==> src/rtl/reaction_ctrl.sv <==
// Reaction-timer sequencer: arm delay generator, wait for LED, time the stop press.
// Optional best-time tracking when REACTION_BEST_EN is defined.
module reaction_ctrl #(
  parameter int CNT_W  = 10,
  parameter int MAX_MS = 999
) (
  input  logic             clk,
  input  logic             reset,
  input  logic             start,
  input  logic             stop,
  input  logic             tick_1ms,
  input  logic             led,
  output logic             load_rand,
  output logic             busy,
  output logic [CNT_W-1:0] result,
  output logic             result_valid,
  output logic             early,
  output logic             timeout
`ifdef REACTION_BEST_EN
  ,
  output logic [CNT_W-1:0] best
`endif
);

  typedef enum logic [2:0] {
    S_IDLE  = 3'd0,
    S_ARM   = 3'd1,
    S_WAIT  = 3'd2,
    S_TIME  = 3'd3,
    S_DONE  = 3'd4,
    S_EARLY = 3'd5
  } state_t;

  localparam logic [CNT_W-1:0] LP_MAX = CNT_W'(MAX_MS);

  state_t           r_state;
  state_t           w_next;
  logic [CNT_W-1:0] r_cnt;
  logic [CNT_W-1:0] r_result;
  logic             r_timeout;
  logic             w_sat;

  assign w_sat = tick_1ms && (r_cnt == LP_MAX - 1'b1);

  always_ff @(posedge clk) begin
    if (reset) r_state <= S_IDLE;
    else       r_state <= w_next;
  end

  always_comb begin
    w_next = r_state;
    case (r_state)
      S_IDLE:  if (start) w_next = S_ARM;
      S_ARM:   w_next = S_WAIT;
      S_WAIT: begin
        if (stop)     w_next = S_EARLY;
        else if (led) w_next = S_TIME;
      end
      S_TIME: begin
        if (stop)       w_next = S_DONE;
        else if (w_sat) w_next = S_DONE;
      end
      S_DONE:  if (start) w_next = S_ARM;
      S_EARLY: if (start) w_next = S_ARM;
      default: w_next = S_IDLE;
    endcase
  end

`ifdef REACTION_BEST_EN
  logic [CNT_W-1:0] r_best;
  assign best = r_best;
`endif

  always_ff @(posedge clk) begin
    if (reset) begin
      r_cnt     <= '0;
      r_result  <= '0;
      r_timeout <= 1'b0;
`ifdef REACTION_BEST_EN
      r_best    <= LP_MAX;
`endif
    end else begin
      case (r_state)
        S_ARM: begin
          r_cnt     <= '0;
          r_result  <= '0;
          r_timeout <= 1'b0;
        end
        S_WAIT: begin
          r_cnt <= '0;
          if (stop) r_result <= '0;
        end
        S_TIME: begin
          if (stop) begin
            r_result <= r_cnt;
`ifdef REACTION_BEST_EN
            if (r_cnt < r_best) r_best <= r_cnt;
`endif
          end else if (w_sat) begin
            r_cnt     <= LP_MAX;
            r_result  <= LP_MAX;
            r_timeout <= 1'b1;
          end else if (tick_1ms) begin
            r_cnt <= r_cnt + 1'b1;
          end
        end
        default: ;
      endcase
    end
  end

  // Status flags are pure state decodes; result/timeout are registers.
  assign load_rand    = (r_state == S_ARM);
  assign busy         = (r_state == S_ARM) || (r_state == S_WAIT) ||
                        (r_state == S_TIME);
  assign result_valid = (r_state == S_DONE);
  assign early        = (r_state == S_EARLY);
  assign result       = r_result;
  assign timeout      = r_timeout;

endmodule

==> config.mk <==
export PLATFORM = sky130hd
export DESIGN_NAME = reaction_ctrl
export DESIGN_NICKNAME = d
export VERILOG_FILES = /design/src/rtl/reaction_ctrl.sv
export SDC_FILE = /design/constraint.sdc
export NUM_CORES = 1
export LEC_CHECK = 0
export ABC_AREA = 0
export ABC_CLOCK_PERIOD_IN_PS = 1900
export CAP_MARGIN = 15
export CELL_PAD_IN_SITES_DETAIL_PLACEMENT = 1
export CELL_PAD_IN_SITES_GLOBAL_PLACEMENT = 2
export CORE_MARGIN = 4
export CORE_UTILIZATION = 28
export CTS_CLUSTER_DIAMETER = 120
export CTS_CLUSTER_SIZE = 12
export DETAILED_ROUTE_END_ITERATION = 6
export GPL_TIMING_DRIVEN = 0
export PLACE_DENSITY_LB_ADDON = 0.1
export SLEW_MARGIN = 10
export SYNTH_ARGS = -nofsm -noshare
export SYNTH_HDL_FRONTEND = slang
export SYNTH_SLANG_ARGS = --single-unit
export TNS_END_PERCENT = 5
==> constraint.sdc <==
create_clock -name clk -period 1.9 [get_ports clk]
set_clock_uncertainty 0.2 [all_clocks]
set_input_delay 0.19 -clock clk [delete_from_list [all_inputs] [get_ports clk]]
set_output_delay 0.19 -clock clk [all_outputs]
set_load 0.01 [all_outputs]
==> Word level (Yosys, flattened, before mapping) <==
Cells that the tools add are included.
{ "word_totals": {"regBits": 24, "input_bits": 6, "out_inout_bits": 15} }
{ "classes": {"n_addsub": 1, "n_eq_ne": 13, "n_mux": 17, "n_reduce_logical": 13} }
{ "ops": {"columns": ["operator", "n"], "rows": [
  ["two-way mux 10 bit", 6],
  ["one-hot mux 10 bit (3 select lines)", 1],
  ["one-hot mux 10 bit (2 select lines)", 1],
  ["two-way mux 3 bit", 5],
  ["one-hot mux 3 bit (4 select lines)", 1],
  ["AND reduction 3 bit", 4],
  ["adder 10 x 1 -> 10 bit (second input constant)", 1],
  ["equality test 10 bit (second input constant)", 1],
  ["!= test 3 bit (second input constant)", 3],
  ["equality test 3 x 2 -> 1 bit (second input constant)", 2],
  ["equality test 3 bit (second input constant)", 2],
  ["!= test 2 bit (second input constant)", 3],
  ["nonzero test 2 bit", 2],
  ["equality test 3 x 1 -> 1 bit (second input constant)", 1],
  ["zero test 3 bit", 1],
  ["nonzero test 3 bit", 1],
  ["OR reduction 3 bit", 1],
  ["logical OR 1 bit", 2],
  ["two-way mux 1 bit", 2],
  ["!= test 2 x 1 -> 1 bit (second input constant)", 1],
  ["one-hot mux 1 bit (2 select lines)", 1],
  ["OR reduction 2 bit", 1],
  ["logical AND 1 bit", 1]
]} }

==> Logic depth before layout (Yosys ltp) <==
{ "depth": {"depth_word": 5, "ltp_mapped": 7, "mapped_depth_nobuf": 6} }

==> Least setup slack after synthesis <==
No wires, ideal clock.
{ "synth_path": {"path_type": "register to register", "from": "register r_cnt[4]", "to": "register r_result[7] (netlist: result[7])", "setup_time_ns": 0.070, "arrival_ns": 1.509, "t_required_ns": 1.630, "slack_ns": 0.120, "stages_incl_launch_ff": 6, "period_less_slack_ns": 1.780, "cell_sequence": "dfxtp_1 buf_6 and4bb_2 a41oi_4 or4_1 a21oi_1"} }
{ "synth_via": {"elab_chain_cells": 4} }
{ "synth_lines": {"columns": ["item", "line", "rtl"], "rows": [
  ["start, declared", "38", "logic [CNT_W-1:0] r_cnt;"],
  ["start signal, assigned", "104", "r_cnt <= r_cnt + 1'b1;"],
  ["equality test 10 bit", "43", "assign w_sat = tick_1ms && (r_cnt == LP_MAX - 1'b1);"],
  ["logical AND 1 bit", "43", null],
  ["!= test 3 bit (no source line)", null, null],
  ["AND reduction 3 bit (no source line)", null, null],
  ["end signal, assigned", "95", "r_result <= r_cnt;"],
  ["end, declared", "39", "logic [CNT_W-1:0] r_result;"]
]} }
No other way between the ends.
A chain may end at the register's enable or synchronous reset.

==> Worst setup path after layout <==
{ "layout_path": {"from": "register r_cnt[4]", "to": "register r_result[2] (netlist: result[2])"} }
Same word-level chain as after synthesis.

==> results.py <==
metrics = {
    "finish": {
        "drive_gt1_share_pct": 27.2,
        "insertedDiodeCount": 0,
        "fillers": 546,
        "stdcell_area_mm2": 0.00184,
        "fin_cells": 247,
        "area_delta_synth_final_pct": 40.2,
        "final_cell_mix": "16 x o21ai_0, 16 x a21oi_1, 16 x dfxtp_1",
        "fin_util_pct": 41.4,
        "finish.net_count": 204,
    },
    "worst_setup_path": {
        "crit_required_ps": 1920,
        "path_max_fanout": 9,
        "arrival_ps": 1880,
        "worstSetupPathType": "reg2reg",
        "crit_path_start_kind": "flop",
        "cp-end-kind": "flop",
    },
    "die": {
        "ioPinCount": 21,
        "rows": 24,
        "start_util_pct": 29.5,
        "core_mm2": 0.00444,
        "die-width_um": 76.5,
        "fp.dieH_um": 76.5,
        "fp.dieArea_mm2": 0.00585,
    },
    "pwr": {
        "peakVddDrop_uv": 285,
        "p_leak_nw": 0.658,
        "power_density_mw_per_mm2": 692,
    },
    "worst_hold_path": {
        "min_path_type": "in2reg",
    },
    "clocking": {
        "cts_sinks": 24,
        "tritoncts": "done",
        "cts-root-buf": "clkbuf_8",
        "cts_max_level": 1,
        "cts_inserted_buffers": 3,
        "ctsHoldBuffers": 0,
        "clock_path_buffers": 2,
        "clk-insertion-delay-late_ps": 280,
        "clkTransAtPathRegs_ps": 90,
    },
    "yosys": {
        "syn_area_per_cell_um2": 8.20,
        "syn_inst": 160,
        "synth-seq-area-share_pct": 36.6,
        "synth_top_area_cell": "dfxtp_1",
        "ys_warn_count": 0,
        "netlist_area_mm2": 0.00131,
        "synth_cell_types": 41,
        "ys_ff_latch": 24,
        "synthesis.nets": 168,
        "netlist_top_cells_area": "dfxtp_1 37%, a21oi_1 7.6%, o21ai_0 6.1%",
        "yosys.area.top_type_share_pct": 36.6,
    },
    "placed_design": {
        "dp.cells": 231,
        "postPlaceCellArea_mm2": 0.00157,
        "portBuffers": 19,
        "detailed_place_hpwl_um": 2960,
        "gp_congestion": 0.808,
        "pre_cts_ws_ps": -412,
    },
    "global_route": {
        "antenna_found_initial": 0,
        "grt_pass1_wl_um": 7020,
        "grt_max_degree": 15,
        "grt_util_met3_pct": 2.01,
        "grtUsageMet1_pct": 19.3,
        "first_global_vias": 1400,
        "busiest_layer": "met2",
        "overflow": 0,
        "gr-usage-met2_pct": 23.6,
        "grt_use_total_pct": 14.6,
    },
    "route": {
        "vias": 1404,
        "post_drt_wl_per_cell_um": 17.0,
        "viasPerCell": 5.68,
        "drc": 0,
        "ant_nets": 0,
        "drt-total-wl_um": 4200,
        "first_pass_iters": 4,
        "initialDrtViolationCount": 89,
    },
    "job": {
        "maxCapViolCount": 0,
    },
    "timing": {
        "period_needed_ps": 1860,
        "hold_viol_final": 0,
        "worst_slack_ps": 39.6,
        "min_period_over_period_pct": 97.9,
        "worst_pin_slew_ps": 574,
        "fmax_mhz": 538,
        "drv_slew": 0,
        "slew-limit-headroom_pct": 61.7,
        "setup_viol": 0,
    },
    "outcome": {
        "status": "completed",
    },
}
==> kinds of logic (layout without fill, tap and decap cells) <==
logic type	Yosys count	in the layout	synth area share, %
flops	24	24	36.6
fa+ha+maj	2	2	1.91
simple gates	58	58	24.7
mux	1	1	0.858
compound gates	57	57	28.5
buf+inv	18	53	7.44
==> repair_timing <==
| action | 4_1_cts | 5_1_grt |
|---|---|---|
| gates resized for setup | 23 | 30 |
| setup endpoints to repair | 22 | 18 |
| buffers inserted | 1 | 13 |
| pin swaps | 7 | 8 |
==> layer usage <==
| layer | part of all wire (%) | vias to the layer above |
|---|---|---|
| met2 | 50 | 26 |
| li1 | - | 672 |
| met5 | 0 | - |
| met1 | 46 | 698 |
| met3 | 2.6 | 8 |
| met4 | 2.0 | 0 |
==> path summary, 6_finish.rpt <==
kind | slack (ps) | cells after the start | end | start
max | 40 | 5 | result[2] | r_cnt[4]
min reg2reg | 280 | 2 | result[3] | result[3]
max reg2reg | 40 | 5 | result[2] | r_cnt[4]
min | 80 | 2 | r_state[0] | reset
==> worst max-delay path, stage by stage (launching register included) <==
cell      delay, ps
dfxtp_4         380
and4bb_2        350
a41oi_4         170
buf_6           160
or4_4           420
a21oi_2         120
==> flip-flops by register name (all words and copies together), names as in the netlist <==
signal   count
r_state      3
timeout      1
r_cnt       10
result      10
==> where the power goes <==
group          leakage (nW)  total (W)  internal [W]  switching (W)
Sequential            0.199   0.000520      0.000509      0.0000113
Combinational         0.424   0.000283      0.000132       0.000151
Clock                0.0357   0.000471      0.000283       0.000188
Total                 0.658    0.00127      0.000923       0.000351
==> Yosys cell counts <==
master / number
dfxtp_1: 24
a21oi_1: 20
o21ai_0: 16
nor2_1: 15
or4_1: 8
clkbuf_1: 6
nand2_1: 6
and3_1: 5
inv_1: 5
nand3_1: 5
a31oi_1: 4
nand4_1: 4
buf_6: 3
nor3_1: 3
a2111o_1: 2
a31o_2: 2
a41oi_1: 2
and2_1: 2
buf_1: 2
buf_4: 2
ha_1: 2
nand2b_1: 2
nor2b_1: 2
a211o_1: 1
a211oi_1: 1
a21o_1: 1
a221oi_1: 1
a32oi_1: 1
a41oi_4: 1
and4_1: 1
and4bb_2: 1
mux2_2: 1
nand3b_1: 1
nand4b_1: 1
nor3b_1: 1
nor4_1: 1
o211ai_1: 1
o21a_1: 1
o21bai_2: 1
o31ai_1: 1
o32ai_1: 1
==> through the flow <==
stage               hold slack, ps  power, W  TNS (ps)
detailed placement             274  0.000749     -4830
finish                        81.2   0.00127         0
global route                   101   0.00134     -82.5
CTS                           88.8   0.00124     -76.9
floorplan                      107  0.000669         0
global placement               264  0.000746     -4750
==> final cells by class <==
cell class	instances	area, um^2	share of cell area [%]
Tap cell	52	65.1	3.54
Buffer	11	96.3	5.23
Inverter	5	18.8	1.02
Timing Repair Buffer	33	303	16.5
Clock inverter	1	30.0	1.63
Clock buffer	3	41.3	2.24
Multi-Input combinational cell	118	786	42.7
Sequential cell	24	500	27.2
Power figures use the tool's default switching activity.
